==> config.mk <==
export PLATFORM = sky130hd
export DESIGN_NAME = dct_block_serializer_flat
export DESIGN_NICKNAME = d
export VERILOG_FILES = /design/src/rtl/dct_block_serializer_pkg.sv /design/src/rtl/dct_block_serializer_if.sv /design/src/rtl/dct_block_serializer_sat.sv /design/src/rtl/dct_block_serializer.sv /design/src/flat_wrapper.sv
export SDC_FILE = /design/constraint.sdc
export NUM_CORES = 1
export LEC_CHECK = 0
export BUFFER_PORTS_ARGS = -buffer_cell sky130_fd_sc_hd__buf_2
export CORE_ASPECT_RATIO = 1.2
export CORE_MARGIN = 4
export CORE_UTILIZATION = 35
export DETAILED_ROUTE_END_ITERATION = 16
export GPL_TIMING_DRIVEN = 0
export PLACE_DENSITY_LB_ADDON = 0.15
export SLEW_MARGIN = 20
export SYNTH_ARGS = -nofsm -noshare
export SYNTH_HDL_FRONTEND = slang
export SYNTH_SLANG_ARGS = --single-unit
==> constraint.sdc <==
create_clock -name clk -period 8.19 [get_ports clk]
set_input_delay 0.819 -clock clk [delete_from_list [all_inputs] [get_ports clk]]
set_output_delay 0.819 -clock clk [all_outputs]
set_load 0.02 [all_outputs]
==> src/rtl/dct_block_serializer_pkg.sv <==
// dct_pkg: shared constants, types and helper functions for the DCT block
// serializer slice.
//   LANE_W  width of one packed signed input lane
//   OUT_W   width of one serial signed output element
//   N       block dimension (rows per block, lanes per row)
//   lane()  extracts lane i of a packed row (lane0 is the most significant)
//   sat_s() signed LANE_W -> OUT_W clip with a clipped flag
package dct_pkg;

  localparam int LANE_W = 24;
  localparam int OUT_W  = 22;
  localparam int N      = 4;
  localparam int ROW_W  = N * LANE_W;
  localparam int K_W    = 4;

  typedef enum logic [0:0] {
    FILL  = 1'b0,
    DRAIN = 1'b1
  } state_t;

  typedef struct packed {
    logic             sat;
    logic [OUT_W-1:0] data;
  } sat_t;

  // Lane 0 sits in the top bits of the row, lane N-1 in the bottom bits.
  function automatic logic [LANE_W-1:0] lane(input logic [ROW_W-1:0] row, input int i);
    return row[ROW_W-1-LANE_W*i -: LANE_W];
  endfunction

  // The value fits when every bit from the sign bit down to bit OUT_W-1 agrees;
  // otherwise the sign bit picks the rail.
  function automatic sat_t sat_s(input logic [LANE_W-1:0] v);
    sat_t r;
    if (v[LANE_W-1:OUT_W-1] == {(LANE_W-OUT_W+1){v[LANE_W-1]}}) begin
      r.sat  = 1'b0;
      r.data = v[OUT_W-1:0];
    end else if (v[LANE_W-1] == 1'b0) begin
      r.sat  = 1'b1;
      r.data = {1'b0, {(OUT_W-1){1'b1}}};
    end else begin
      r.sat  = 1'b1;
      r.data = {1'b1, {(OUT_W-1){1'b0}}};
    end
    return r;
  endfunction

endpackage

==> src/rtl/dct_block_serializer_if.sv <==
// dct_block_serializer_if: row input handshake plus serial RAM write port.
//   in_valid/in_ready/in_row   packed 4-lane row input
//   out_stall                  downstream backpressure
//   out_write/out_addr/out_data/out_sat  RAM write strobe, address, element, clip flag
//   block_done                 one-cycle end-of-block pulse
// Modports: slave = serializer view, master = producer/consumer view.
interface dct_block_serializer_if;
  import dct_pkg::*;

  logic             in_valid;
  logic             in_ready;
  logic [ROW_W-1:0] in_row;
  logic             out_stall;
  logic             out_write;
  logic [K_W-1:0]   out_addr;
  logic [OUT_W-1:0] out_data;
  logic             out_sat;
  logic             block_done;

  modport slave (
    input  in_valid, in_row, out_stall,
    output in_ready, out_write, out_addr, out_data, out_sat, block_done
  );

  modport master (
    output in_valid, in_row, out_stall,
    input  in_ready, out_write, out_addr, out_data, out_sat, block_done
  );

endinterface

==> src/rtl/dct_block_serializer_sat.sv <==
// dct_sat: combinational signed clip of one LANE_W element to OUT_W.
//   v        signed input element
//   y        clipped element
//   clipped  1 when v was outside the OUT_W signed range
module dct_sat
  import dct_pkg::*;
(
  input  logic [LANE_W-1:0] v,
  output logic [OUT_W-1:0]  y,
  output logic              clipped
);

  sat_t res_s;

  // Apply the shared clip function to the selected element
  always_comb begin
    res_s = sat_s(v);
  end

  assign y       = res_s.data;
  assign clipped = res_s.sat;

endmodule

==> src/rtl/dct_block_serializer.sv <==
// dct_block_serializer: collects four packed rows of a 4x4 coefficient block,
// then streams the 16 saturated elements one per cycle to a RAM write port.
// TRANSPOSE=1 walks the block column-major for the second DCT pass.
//   clk, rst_n  clock (rising edge) and asynchronous active-low reset
//   bus         dct_block_serializer_if.slave (row input, RAM write output)
module dct_block_serializer
  import dct_pkg::*;
#(
  parameter bit TRANSPOSE = 1'b0
)
(
  input  logic                   clk,
  input  logic                   rst_n,
  dct_block_serializer_if.slave  bus
);

  logic [LANE_W-1:0] blk_r [N][N];
  state_t            state_r;
  logic [1:0]        row_cnt_r;
  logic [K_W-1:0]    k_r;
  logic              in_ready_r;
  logic              out_write_r;
  logic [K_W-1:0]    out_addr_r;
  logic [OUT_W-1:0]  out_data_r;
  logic              out_sat_r;
  logic              block_done_r;

  logic              row_xfer_s;
  logic              elem_xfer_s;
  logic [K_W-1:0]    sel_k_s;
  logic [1:0]        sel_row_s;
  logic [1:0]        sel_col_s;
  logic [LANE_W-1:0] elem_s;
  logic [OUT_W-1:0]  sat_data_s;
  logic              sat_flag_s;

  // Handshakes and the element to be loaded into the output registers at the next edge.
  // In FILL the next element is always k=0 (only row 0 is needed, already stored),
  // in DRAIN it is k+1; the k=15 wrap never loads, so its select value is unused.
  always_comb begin
    row_xfer_s  = (state_r == FILL) && bus.in_valid && in_ready_r;
    elem_xfer_s = (state_r == DRAIN) && out_write_r && !bus.out_stall;
    if (state_r == DRAIN) begin
      sel_k_s = k_r + 4'd1;
    end else begin
      sel_k_s = 4'd0;
    end
    if (TRANSPOSE) begin
      sel_row_s = sel_k_s[1:0];
      sel_col_s = sel_k_s[3:2];
    end else begin
      sel_row_s = sel_k_s[3:2];
      sel_col_s = sel_k_s[1:0];
    end
    elem_s = blk_r[sel_row_s][sel_col_s];
  end

  dct_sat u_sat (
    .v       (elem_s),
    .y       (sat_data_s),
    .clipped (sat_flag_s)
  );

  // Block FSM: row capture in FILL, element walk in DRAIN, registered outputs
  always_ff @(posedge clk or negedge rst_n) begin
    if (!rst_n) begin
      state_r      <= FILL;
      row_cnt_r    <= 2'd0;
      k_r          <= 4'd0;
      in_ready_r   <= 1'b1;
      out_write_r  <= 1'b0;
      out_addr_r   <= 4'd0;
      out_data_r   <= {OUT_W{1'b0}};
      out_sat_r    <= 1'b0;
      block_done_r <= 1'b0;
      for (int r = 0; r < N; r++) begin
        for (int c = 0; c < N; c++) begin
          blk_r[r][c] <= {LANE_W{1'b0}};
        end
      end
    end else begin
      block_done_r <= 1'b0;
      case (state_r)
        FILL: begin
          if (row_xfer_s) begin
            for (int c = 0; c < N; c++) begin
              blk_r[row_cnt_r][c] <= lane(bus.in_row, c);
            end
            row_cnt_r <= row_cnt_r + 2'd1;
            if (row_cnt_r == 2'd3) begin
              // Last row: present element 0 on the very next cycle
              state_r     <= DRAIN;
              in_ready_r  <= 1'b0;
              out_write_r <= 1'b1;
              k_r         <= 4'd0;
              out_addr_r  <= 4'd0;
              out_data_r  <= sat_data_s;
              out_sat_r   <= sat_flag_s;
            end
          end
        end
        DRAIN: begin
          if (elem_xfer_s) begin
            if (k_r == 4'd15) begin
              // Block complete: reopen the input immediately, data/addr hold
              state_r      <= FILL;
              in_ready_r   <= 1'b1;
              out_write_r  <= 1'b0;
              k_r          <= 4'd0;
              row_cnt_r    <= 2'd0;
              block_done_r <= 1'b1;
            end else begin
              k_r        <= sel_k_s;
              out_addr_r <= sel_k_s;
              out_data_r <= sat_data_s;
              out_sat_r  <= sat_flag_s;
            end
          end
        end
        default: begin
          state_r     <= FILL;
          in_ready_r  <= 1'b1;
          out_write_r <= 1'b0;
          row_cnt_r   <= 2'd0;
          k_r         <= 4'd0;
        end
      endcase
    end
  end

  assign bus.in_ready   = in_ready_r;
  assign bus.out_write  = out_write_r;
  assign bus.out_addr   = out_addr_r;
  assign bus.out_data   = out_data_r;
  assign bus.out_sat    = out_sat_r;
  assign bus.block_done = block_done_r;

endmodule
==> src/flat_wrapper.sv <==
// flat-port wrapper written by rule: the top's interface ports become plain ports
module dct_block_serializer_flat import dct_pkg::*;
#(
  parameter bit TRANSPOSE = 1'b0
)
  (clk, rst_n, bus_in_valid, bus_in_row, bus_out_stall, bus_in_ready, bus_out_write, bus_out_addr, bus_out_data, bus_out_sat, bus_block_done);
  dct_block_serializer_if bus_i ();
  input  logic clk;
  input  logic rst_n;
  input wire logic [$bits(bus_i.in_valid)-1:0] bus_in_valid;
  input wire logic [$bits(bus_i.in_row)-1:0] bus_in_row;
  input wire logic [$bits(bus_i.out_stall)-1:0] bus_out_stall;
  output wire logic [$bits(bus_i.in_ready)-1:0] bus_in_ready;
  output wire logic [$bits(bus_i.out_write)-1:0] bus_out_write;
  output wire logic [$bits(bus_i.out_addr)-1:0] bus_out_addr;
  output wire logic [$bits(bus_i.out_data)-1:0] bus_out_data;
  output wire logic [$bits(bus_i.out_sat)-1:0] bus_out_sat;
  output wire logic [$bits(bus_i.block_done)-1:0] bus_block_done;
  assign bus_i.in_valid = bus_in_valid;
  assign bus_i.in_row = bus_in_row;
  assign bus_i.out_stall = bus_out_stall;
  assign bus_in_ready = bus_i.in_ready;
  assign bus_out_write = bus_i.out_write;
  assign bus_out_addr = bus_i.out_addr;
  assign bus_out_data = bus_i.out_data;
  assign bus_out_sat = bus_i.out_sat;
  assign bus_block_done = bus_i.block_done;
  dct_block_serializer #(.TRANSPOSE(TRANSPOSE)) u_core (.clk(clk), .rst_n(rst_n), .bus(bus_i));
endmodule
# --- After elaboration in Yosys (flattened, before gate mapping) ---
# Index checks and enable logic that the tools add are counted.
totals:
  reg_bits: 421
  output_inout_bits: 30
classes:
  add_sub_neg: 2
  order_cmp: 4
  n_eq_ne: 8
  mux: 61
  n_bitwise: 4
  n_reduce_logical: 11
ops:
  columns: ["cell", "n"]
  rows:
  - ["$bwmux W384", 4]
  - ["$demux W96 S2", 4]
  - ["$mux W96", 3]
  - ["$bmux W96 S2", 1]
  - ["$mux W22", 5]
  - ["$mux W24", 3]
  - ["$mux W72", 1]
  - ["$bmux W24 S2", 1]
  - ["$mux W48", 1]
  - ["$pmux W22 S2", 1]
  - ["$mux W4", 7]
  - ["$mux W23", 1]
  - ["$mux W1", 19]
  - ["$pmux W4 S2", 2]
  - ["$ge A3 B3 Y1 const B", 3]
  - ["$not A2 Y3", 3]
  - ["$ne A2 B2 Y1 const B", 4]
  - ["$pmux W1 S2", 4]
  - ["$reduce_and A4 Y1", 2]
  - ["$mux W2", 3]
  - ["$reduce_and A3 Y1", 2]
  - ["$logic_and A1 B1 Y1", 5]
  - ["$add A4 B1 Y4 const B", 1]
  - ["$eq A4 B4 Y1 const B", 1]
  - ["other kinds (9)", 9]

# --- Longest topological paths before layout ---
# Gate-level depths: netlist (run 1).
depth:
  word_depth: 14
  ltp_mapped: 12
  ltp_nobuf: 8

# --- Cells and area by module ---
# A second synthesis (run 1) with hierarchy kept.
unflattened:
  cells_unflattened: 1602
  hier_area_um2: 19747.7
by_module_without_submodules:
  columns: ["module", "n_inst", "cells_per_inst", "area_each_um2", "seq_area_each_um2"]
  rows:
  - ["dct_block_serializer", 1, 1522, 19246.0, 10536.4]
  - ["dct_sat", 1, 80, 501.7, 0.0]

# --- Worst setup path after synthesis (run 1) ---
# Ideal clock, no wire load.
synth_timing:
  path_kind: "reg-to-reg"
  startpoint: "register u_core.k_r[0]"
  endpoint: "register u_core.out_data_r[16] (netlist: u_core.bus.out_data[16])"
  setup_ns: 0.142
  arrival_ns: 2.855
  required_time_ns: 8.048
  slack_ns: 5.193
  stages_incl_launch_ff: 11
  synth_period_minus_slack_ns: 2.997
  cell_sequence: "dfrtp_1 > ha_1 > xnor2_2 > nor2_2 > mux4_2 > a22o_1 > a311o_1 > buf_2 > buf_2 > o31ai_1 > a211oi_1"
synth_via:
  elab_chain_len: 14
  word_cells_on_any_way: 21
  cone_classes: "add/sub: 1; eq/ne: 3; mux: 14; bitwise: 2; reduce/logical: 1"
synth_rtl:
  columns: ["item", "line", "rtl"]
  rows:
  - ["start: declaration", "dct_block_serializer.sv:20", "logic [K_W-1:0] k_r;"]
  - ["start signal: assignment", "dct_block_serializer.sv:113", "k_r <= sel_k_s;"]
  - ["$add A4 B1 Y4", "dct_block_serializer.sv:44", "sel_k_s = k_r + 4'd1;"]
  - ["$mux W4", "dct_block_serializer.sv:43", "if (state_r == DRAIN) begin"]
  - ["$not A2 Y3 (not written as such)", "dct_block_serializer.sv:55", "elem_s = blk_r[sel_row_s][sel_col_s];"]
  - ["$bmux W96 S2", "dct_block_serializer.sv:55", null]
  - ["$mux W96 (not written as such) (2 in series)", "dct_block_serializer.sv:55", null]
  - ["$bmux W24 S2", "dct_block_serializer.sv:55", null]
  - ["$mux W24 (not written as such) (2 in series)", "dct_block_serializer.sv:55", null]
  - ["$eq A2 B2 Y1 / $mux W22 (equally long branches)", "dct_block_serializer_pkg.sv:35, dct_block_serializer_pkg.sv:38", null]
  - ["$mux W23", "dct_block_serializer_pkg.sv:35", "if (v[LANE_W-1:OUT_W-1] == {(LANE_W-OUT_W+1){v[LANE_W-1]}}) begin"]
  - ["$mux W22, on equally long branches", "dct_block_serializer.sv:104, dct_block_serializer.sv:90", null]
  - ["$mux W22, on equally long branches", "dct_block_serializer.sv:103, dct_block_serializer.sv:85", null]
  - ["$pmux W22 S2", "dct_block_serializer.sv:83", "case (state_r)"]
  - ["end signal: assignment", "dct_block_serializer.sv:73", "out_data_r <= {OUT_W{1'b0}};"]
  - ["end signal: assignment", "dct_block_serializer.sv:97", "out_data_r <= sat_data_s;"]
  - ["end signal: assignment", "dct_block_serializer.sv:115", "out_data_r <= sat_data_s;"]
  - ["end: declaration", "dct_block_serializer.sv:24", "logic [OUT_W-1:0] out_data_r;"]
# Parallel ways exist; a longest one is shown, timed or not. The select of a mux whose other input is x is not followed.
# A chain may end at the register's enable or synchronous reset.

# --- Worst setup path in the final report (run 1) ---
layout_timing:
  startpoint: "register u_core.k_r[0]"
  endpoint: "register u_core.out_data_r[6] (netlist: u_core.bus.out_data[6])"
# The elaborated chain is that of the path after synthesis.

==> results of run 1 <==
[registers in the layout, indices dropped and copies added (netlist names)]
name / count
u_core.bus.out_addr: 4
u_core.blk_r: 384
u_core.bus.in_ready: 1
u_core.row_cnt_r: 2
u_core.bus.block_done: 1
u_core.bus.out_write: 1
u_core.bus.out_data: 22
u_core.state_r: 1
u_core.bus.out_sat: 1
u_core.k_r: 4
[per-layer routing]
metal,wire length (um),up-vias
met4,2900,8
li1,-,5948
met5,44,-
met1,26300,6982
met3,3850,119
met2,30100,385
[area by class of cell]
| class | count | area [um^2] | area share, % |
|---|---|---|---|
| sequential | 421 | 10500 | 46.9 |
| multi-input combinational | 1019 | 8190 | 36.5 |
| clock buffer | 67 | 1370 | 6.10 |
| tap | 712 | 891 | 3.97 |
| timing repair buffer | 135 | 805 | 3.58 |
| buffer | 107 | 475 | 2.12 |
| clock inverter | 17 | 156 | 0.697 |
| inverter | 6 | 22.5 | 0.100 |
| antenna | 3 | 7.51 | 0.0334 |
[critical path, delay by kind of cell (launching register included)]
kind,cells,cell delay (ns)
buf+inv,4,1.86
compound gates,3,0.87
flops,1,0.47
simple gates,2,0.35
fa+ha+maj,1,0.32
xor+xnor,1,0.28
[power by group through the flow]
stage | Combinational, mW | Sequential (mW) | Clock [mW]
5_1_grt | 3.52 | 3.69 | 2.24
3_3_place_gp | 3.19 | 3.57 | 0
2_1_floorplan | 2.15 | 3.50 | 0
6_report | 3.27 | 3.59 | 2.10
4_1_cts | 3.29 | 3.58 | 2.16
3_5_place_dp | 3.27 | 3.62 | 0
[stage by stage]
step	setup slack [ns]	hold WS, ns	utilization, %
6_report	3.83	0.207	41.6
5_1_grt	3.75	0.219	41.6
4_1_cts	3.90	0.196	41.6
3_5_place_dp	3.93	0.459	38.7
3_3_place_gp	-2.23	0.455	38.4
2_1_floorplan	5.19	0.439	-
[worst paths after layout]
check / startpoint / slack [ns] / to / cells after the start
max in group asynchronous: rst_n / 6.83 / u_core.blk_r[158]$_DFFE_PN0P_ / 3
setup / recovery: u_core.k_r[0]$_DFFE_PN0P_ / 3.83 / u_core.bus.out_data[6]$_DFFE_PN0P_ / 11
hold / removal: rst_n / 0.21 / u_core.blk_r[289]$_DFFE_PN0P_ / 1
setup reg to reg: u_core.k_r[0]$_DFFE_PN0P_ / 3.83 / u_core.bus.out_data[6]$_DFFE_PN0P_ / 11
hold reg to reg: u_core.blk_r[11]$_DFFE_PN0P_ / 0.47 / u_core.blk_r[11]$_DFFE_PN0P_ / 2
min in group clk: bus_in_row[93] / 0.47 / u_core.blk_r[93]$_DFFE_PN0P_ / 3
[synth_stat cells (13+ instances only)]
master / number
a211oi_1: 23
buf_1: 18
o21ai_0: 13
buf_2: 20
nand2_1: 304
mux4_2: 29
clkbuf_1: 59
a2bb2oi_1: 14
mux2_2: 337
a221oi_1: 33
o211ai_1: 14
nor2_1: 32
a21oi_1: 43
dfrtp_1: 420
o31ai_1: 22
mux2i_1: 60
o22a_1: 14
[kinds of logic after synthesis]
group | share of synthesized area, %
compound gates | 7.59
simple gates | 8.11
xor+xnor | 0.215
mux | 26.3
fa+ha+maj | 0.326
buf+inv | 2.59
flops | 54.8
==> out/results.ini, run 1 <==
[pwr]
cellPowerDensity_mw_per_mm2 = 399
cellInternalPower_mw = 5.75
p_switching_mw = 3.21
p_comb_share_pct = 36.5
peakVddDrop_mv = 0.219
swShare_pct = 35.8
seq_power_share_pct = 40.0
power_mw = 8.96
p_clk_share_pct = 23.5
power.leakage_nw = 10.3

[detailed_routing]
drc = 0
via_count = 13442
wl_per_cell_um = 25.4
via_per_inst = 5.40
first_pass_iters = 5
drt-initial-drc-count = 784
finalWirelength_um = 63100
ant_nets = 0

[clock_network]
cts_tree = done
cts.sinks = 421
post-cts-setup-buffers = 0
clockRootBuffer = clkbuf_16
cts_htree_levels = 2
ctsResizeCount = 0
path_clk_slew_ns = 0.06
cts_buffer_depth = 3
cts_made_buffers = 46
cts_hold_buf = 0
clk_latency_ns = 0.59

[logic_synthesis]
synthTopCellsByArea = dfrtp_1, mux2_2, nand2_1
synthArstFlopShare_pct = 100
synth-edff-count = 0
yosysWarningCount = 0
syn_area_mm2 = 0.0192
synthDistinctLibCells = 49
synth_ff_type = dfrtp_1
synth_top_area_share_pct = 54.7
yosys_register_bits = 421
yosys.area.top_type = dfrtp_1
syn_area_per_cell_um2 = 12.4
syn_nets = 1658
ys_seq_area_share_pct = 54.8
netlist_instances = 1553

[hold_path]
hp-class = in2async

[timing]
fin_setup_tns_ns = 0
finalMaxSlewViolations = 0
fmax_ghz = 0.229
worst_pin_slew_ns = 1.18
rsz0062_at_grt = false
setup_viol = 0
finalClockSkew_ns = 0.0247
finalCritPeriodShare_pct = 53.3
period_minus_slack_ns = 4.36
hold_violations = 0
relSlewSlack_pct = 21.6

[placed_design]
placed_cell_area_mm2 = 0.0209
hpwl_um = 46000
numPortBuffers = 129
gp_congestion = 0.843
dp.cells = 2400

[layout]
area_delta_synth_final_pct = 16.8
final_layout_size_suffix_gt1_share_pct = 34.8
fillers = 5205
instances_no_fill = 2487
layout_common_cells = dfrtp_1, mux2_2, nand2_1
nNetsFinal = 1841
final_common_cell = dfrtp_1
final_area_mm2 = 0.0224

[critical_path]
required_ns = 8.62
crit_fanout = 10
end_kind = register
start_kind = register
crit_arrival_ns = 4.80
cp_cell_sequence = ha_1 -> xor2_2 -> nand2_4 -> buf_6 -> buf_6 -> clkbuf_1 -> nor3_1 -> a311oi_1 -> a31o_2 -> clkbuf_1 -> a211oi_1
cp_slowest_cell = clkbuf_1
critPathKind = reg2reg
critPathMaxStageDelay_ns = 0.89

[die]
start_util_pct = 35.6
core_mm2 = 0.0540
rows = 93
die-area_mm2 = 0.0587
die_h_um = 265
die_w_um = 222
ios = 130

[global_routing]
grt_util_all_layers_pct = 21.2
antenna_found_initial = 10
overflow = 0
grt_pass1_vias = 13998
grt_pass1_wl_um = 93000
use_met3_pct = 5.33
grt-busiest-layer = met2
met1_usage_pct = 26.9
grt_use_met2_pct = 34.7
grt_max_degree = 85

[outcome]
status = complete, no violations

[flow_run]
drv_cap = 0

Note: power is estimated with default switching activity, not from simulation.
==> run 2: changes to the inputs <==
==> constraint.sdc (replaced) <==
create_clock -name clk -period 3.8 [get_ports clk]
set_input_delay 0.38 -clock clk [delete_from_list [all_inputs] [get_ports clk]]
set_output_delay 0.38 -clock clk [all_outputs]
set_load 0.02 [all_outputs]
==> out/results.ini, run 2 (synthesized netlist as in run 1, its figures left out) <==
[clock_network]
clockRootBuffer = clkbuf_16
cts_htree_levels = 2  ; unchanged
cts_tree = done
path_clk_slew_ns = 0.06  ; about the same
cts.sinks = 421  ; unchanged
clk_latency_ns = 0.59  ; about the same
cts_buffer_depth = 3  ; unchanged
cts_made_buffers = 46  ; unchanged

[layout]
largest_reg_flops = 384  ; unchanged
layout_common_cells = dfrtp_1, mux2_2, nand2_1
area_delta_synth_final_pct = 17.5
final_common_cell = dfrtp_1
nNetsFinal = 1850  ; +0.49%
largest-register = u_core.blk_r
final_layout_size_suffix_gt1_share_pct = 35.3  ; +0.50 points

[critical_path]
reg2reg_slack_ns = 0.05  ; -3.77 ns
end_kind = register
start_kind = register
endpoint = u_core.bus.out_data[6]$_DFFE_PN0P_
reg2regPathDepth = 11  ; unchanged
crit_start = u_core.k_r[0]$_DFFE_PN0P_
crit_fanout = 10  ; unchanged
required_ns = 4.23  ; -4.39 ns
reg2reg_from = u_core.k_r[0]$_DFFE_PN0P_
timing.rr.end = u_core.bus.out_data[6]$_DFFE_PN0P_
critPathKind = reg2reg
crit_arrival_ns = 4.17  ; -0.63 ns

[global_routing]
grt_pass1_wl_um = 93100  ; about the same
grt_util_all_layers_pct = 21.2  ; about the same
grt_pass1_vias = 14025  ; +0.19%
antenna_found_initial = 9  ; -1
overflow = 0  ; unchanged
grt_max_degree = 85  ; unchanged

[detailed_routing]
wl_per_cell_um = 25.3  ; -0.40%
ant_nets = 0  ; unchanged
via_per_inst = 5.35  ; -0.93%
drt-initial-drc-count = 838  ; +6.9%
drc = 0  ; unchanged
first_pass_iters = 5  ; unchanged
via_count = 13371  ; -0.53%
finalWirelength_um = 63100  ; unchanged

[die]
core_mm2 = 0.0540  ; unchanged
ios = 130  ; unchanged
die-area_mm2 = 0.0587  ; unchanged
rows = 93  ; unchanged
start_util_pct = 35.6  ; unchanged
die_h_um = 265  ; unchanged
die_w_um = 222  ; unchanged

[timing]
finalMaxSlewViolations = 0  ; unchanged
fmax_ghz = 0.267  ; +16%
holdWs_ns = 0.0323  ; -0.175 ns
period_minus_slack_ns = 3.75  ; -0.618 ns
finalClockSkew_ns = 0.0214  ; -0.00325 ns
fin_setup_tns_ns = 0  ; unchanged
setup_viol = 0  ; unchanged
finalCritPeriodShare_pct = 98.6  ; +45 points
rsz0062_at_grt = true
hold_violations = 0  ; unchanged
relSlewSlack_pct = 34.9  ; +13 points
worst_pin_slew_ns = 0.976  ; -0.200 ns

[placed_design]
hpwl_um = 46000  ; unchanged
numPortBuffers = 129  ; unchanged
gp_congestion = 0.843  ; unchanged

[pwr]
cellInternalPower_mw = 12.4  ; +120%
peakVddDrop_mv = 0.474  ; +120%
cellPowerDensity_mw_per_mm2 = 858  ; +120%
power.leakage_nw = 10.4  ; +0.59%
swShare_pct = 35.9  ; +0.059 points
seq_power_share_pct = 39.9  ; about the same
p_comb_share_pct = 36.7  ; +0.2 points
p_switching_mw = 6.95  ; +120%
p_clk_share_pct = 23.4  ; about the same

[outcome]
status = complete, no violations

[flow_run]
drv_cap = 0  ; unchanged

[hold_path]
hp-class = in2reg

## run 2: cell types whose count changed in the layout (fill, tap and decap cells not counted), moves of 3 or more
| cell | delta |
|---|---|
| dlygate4sd3_1 | +5 |
| clkbuf_4 | +3 |
| clkbuf_2 | +3 |
| buf_4 | +3 |
| clkbuf_1 | -6 |
## run 2: how the worst min path moves through the flow
stage                                      start                            end  slack, ns  depth (start not counted)
finish                             bus_in_row[9]    u_core.blk_r[9]$_DFFE_PN0P_       0.03                          3
global route                      bus_in_row[22]   u_core.blk_r[22]$_DFFE_PN0P_       0.02                          3
CTS                               bus_in_row[28]   u_core.blk_r[28]$_DFFE_PN0P_      0.001                          3
detailed placement                         rst_n  u_core.blk_r[289]$_DFFE_PN0P_       0.38                          1
global placement    u_core.blk_r[39]$_DFFE_PN0P_   u_core.blk_r[39]$_DFFE_PN0P_       0.46                          2
floorplan                                  rst_n    u_core.blk_r[0]$_DFFE_PN0P_       0.08                          0
## run 2: critical path, cell delays in order, from the launching register on
cell	delay [ns]
dfrtp_1	0.47
ha_2	0.29
xor2_4	0.24
nand2_4	0.17
buf_6	0.27
buf_6	0.24
clkbuf_4	0.36
nor3_1	0.10
a311oi_1	0.44
a31o_2	0.29
clkbuf_1	0.48
a211oi_1	0.17
## run 2: through the flow
stage / area [um^2] / setup slack [ns] / power, mW / util [%] / instances
after floorplan: 19200 / 0.803 / 12.2 / - / 1553
after global placement: 20800 / -6.18 / 14.6 / 38.4 / 2394
after detailed placement: 20900 / -0.456 / 14.9 / 38.7 / 2400
after CTS: 22500 / 0.0168 / 19.5 / 41.7 / 2489
after global routing: 22600 / -0.0288 / 20.4 / 41.8 / 2493
final: 22600 / 0.0533 / 19.4 / 41.8 / 2497
## run 2: per-layer routing
metal	wire [um]	global-route usage [%]	vias up
met5	43	0	-
met4	2790	8.70	8
met3	4140	5.31	117
met2	30200	34.8	382
met1	26000	26.9	6910
li1	-	-	5954
## run 2: power by group through the flow
stage          clock network, mW  registers (mW)  logic [mW]
6_report                    4.53            7.74        7.11
5_1_grt                     4.82            7.96        7.64
4_1_cts                     4.65            7.72        7.10
3_5_place_dp                   0            7.79        7.06
3_3_place_gp                   0            7.69        6.88
2_1_floorplan                  0            7.55        4.62
## run 2: cell type report
class,instances,area [um^2]
repair buffers,144,885
multi-input cells,1019,8220
inverters,6,22.5
well taps,712,891
clock buffers,67,1370
fillers,5192,31400
diodes,4,10.0
clock inverters,17,156
flip-flops and latches,421,10500
plain buffers,107,492
## run 2: repair_timing
item	in CTS	in global routing
hold endpoints to repair	67	0
pin swaps	0	1
resized for setup	5	13
endpoints found under the setup margin	22	28
setup buffers	0	4
hold buffers	5	0
==> run 3: changes to the inputs <==
--- a/config.mk
+++ b/config.mk
@@ -12,6 +12,7 @@
 export DETAILED_ROUTE_END_ITERATION = 16
 export GPL_TIMING_DRIVEN = 0
 export PLACE_DENSITY_LB_ADDON = 0.15
+export RECOVER_POWER = 50
 export SLEW_MARGIN = 20
 export SYNTH_ARGS = -nofsm -noshare
 export SYNTH_HDL_FRONTEND = slang
==> out/results.ini, run 3 (synthesized netlist as in run 1, its figures left out) <==
[outcome]
status = finished, violations left
violations = max-capacitance violations, max-slew violations

[critical_path]
worst-path-stages = 11  ; unchanged
crit_arrival_ns = 4.14  ; -0.03 ns
crit_fanout = 10  ; unchanged
cp_slowest_cell = dfrtp_1
required_ns = 4.23  ; about the same
cp_cell_sequence = ha_2 -> xor2_4 -> nand2_4 -> buf_6 -> buf_6 -> clkbuf_4 -> nor3_1 -> a311oi_1 -> a31o_2 -> clkbuf_1 -> a211oi_1
critPathKind = reg2reg
crit_path_frequent_cell = buf_6
critPathMaxStageDelay_ns = 0.47  ; about the same
reg2regPathDepth = 11  ; unchanged
crit_family = buffers and inverters
cp.buffers_inverters = 4  ; unchanged
start_kind = register
end_kind = register

[detailed_routing]
ant_nets = 0  ; unchanged
wl_per_cell_um = 25.4  ; +0.28%
via_count = 13405  ; +0.25%
via_per_inst = 5.37  ; +0.21%
drc = 0  ; unchanged
first_pass_iters = 5  ; unchanged
drt-initial-drc-count = 861  ; +2.7%
finalWirelength_um = 63300  ; +0.32%

[clock_network]
clk_latency_ns = 0.60  ; about the same
cts_htree_levels = 2  ; unchanged
clockRootBuffer = clkbuf_16
cts_buffer_depth = 3  ; unchanged
cts_made_buffers = 46  ; unchanged
path_clk_slew_ns = 0.06  ; about the same
cts_tree = done
cts.sinks = 421  ; unchanged

[timing]
fmax_ghz = 0.269  ; +0.97%
finalMaxSlewViolations = 65  ; +65
hold_violations = 0  ; unchanged
setup_ws_ns = 0.0893  ; +0.0360 ns
setup_viol = 0  ; unchanged
period_minus_slack_ns = 3.71  ; -0.0360 ns
worst_pin_slew_ns = 1.78  ; +0.804 ns
fin_setup_tns_ns = 0  ; unchanged
relSlewSlack_pct = -18.7  ; -54 points
rsz0062_at_grt = true
finalClockSkew_ns = 0.0230  ; +0.00154 ns
finalCritPeriodShare_pct = 97.6  ; -0.95 points

[layout]
final-seq-area_mm2 = 0.0105  ; unchanged
area_delta_synth_final_pct = 17.0
layout_common_cells = dfrtp_1, mux2_2, nand2_1
largest_reg_flops = 384  ; unchanged
final_layout_size_suffix_gt1_share_pct = 33.7  ; -1.6 points
largest-register = u_core.blk_r
fillers = 5203  ; +0.21%
instances_no_fill = 2498  ; +0.040%
final_common_cell = dfrtp_1
nNetsFinal = 1850  ; unchanged
multi_input_area_mm2 = 0.00822  ; unchanged

[global_routing]
grt_pass1_vias = 14025  ; unchanged
grt_util_all_layers_pct = 21.2  ; unchanged
antenna_found_initial = 9  ; unchanged
grt_max_degree = 85  ; unchanged
overflow = 0  ; unchanged
grt_pass1_wl_um = 93100  ; unchanged

[placed_design]
dp.cells = 2400  ; unchanged
numPortBuffers = 129  ; unchanged
hpwl_um = 46000  ; unchanged
gp_congestion = 0.843  ; unchanged
pre_cts_ws_ns = -0.456  ; unchanged

[hold_path]
hold_path_depth = 3  ; unchanged
hp-class = in2reg

[die]
die-area_mm2 = 0.0587  ; unchanged
core_mm2 = 0.0540  ; unchanged
ios = 130  ; unchanged
rows = 93  ; unchanged
start_util_pct = 35.6  ; unchanged
die_h_um = 265  ; unchanged
die_w_um = 222  ; unchanged

[pwr]
power.leakage_nw = 10.3  ; -1.1%
peakVddDrop_mv = 0.464  ; -2.0%
cellPowerDensity_mw_per_mm2 = 861  ; +0.32%
power_mw = 19.4  ; -0.15%

[flow_run]
drv_cap = 1  ; +1

[run 3: cell count changes in the layout (fill, tap and decap cells not counted), sizes merged]
cell    change
buf        -33
clkbuf     +33
diode       +1
[run 3: final timing paths]
path / start / to / slack (ns)
setup / recovery: u_core.k_r[0]$_DFFE_PN0P_ / u_core.bus.out_data[6]$_DFFE_PN0P_ / 0.09
hold / removal: bus_in_row[9] / u_core.blk_r[9]$_DFFE_PN0P_ / 0.03
setup reg to reg: u_core.k_r[0]$_DFFE_PN0P_ / u_core.bus.out_data[6]$_DFFE_PN0P_ / 0.09
hold reg to reg: u_core.blk_r[51]$_DFFE_PN0P_ / u_core.blk_r[51]$_DFFE_PN0P_ / 0.47
max in group asynchronous: rst_n / u_core.blk_r[53]$_DFFE_PN0P_ / 0.72
min in group asynchronous: rst_n / u_core.blk_r[289]$_DFFE_PN0P_ / 0.82
[run 3: tightest hold or removal path, delay by kind of cell]
kind	cells	cell delay, ns
buf+inv	1	0.11
simple gates	2	0.10
[run 3: metrics by stage]
step	utilization [%]	area, um^2	hold slack (ns)
finish	41.6	22500	0.0301
global route	41.6	22500	0.0182
CTS	41.7	22500	0.000983
detailed placement	38.7	20900	0.382
global placement	38.4	20800	0.455
floorplan	-	19200	0.0844
[run 3: report_power, final]
part	internal (mW)	switching [mW]	total [mW]
Sequential	6.59	1.15	7.74
Combinational	3.15	3.93	7.08
Clock	2.64	1.90	4.53
[run 3: cell type report]
class,instances,share of cell area (%)
Timing Repair Buffer,144,3.46
Clock buffer,67,6.09
Sequential cell,421,46.9
Clock inverter,17,0.696
Buffer,107,2.19
Antenna cell,5,0.0557
Multi-Input combinational cell,1019,36.6
Tap cell,712,3.96
Inverter,6,0.100
[run 3: what timing repair did]
| action | CTS | global route |
|---|---|---|
| gates resized for setup | 5 | 13 |
| hold buffers | 5 | 0 |
| endpoints found under the setup margin | 22 | 28 |
| setup buffers | 0 | 4 |
| pin swaps | 0 | 1 |
| hold endpoints to repair | 67 | 0 |
| cloned | 0 | 0 |
[run 3: routing by layer]
layer,global-route usage [%],routed length (um),vias up
met5,0,43,-
met4,8.70,2900,8
met3,5.31,3960,121
met2,34.8,30300,371
met1,26.9,26200,6946
li1,-,-,5959
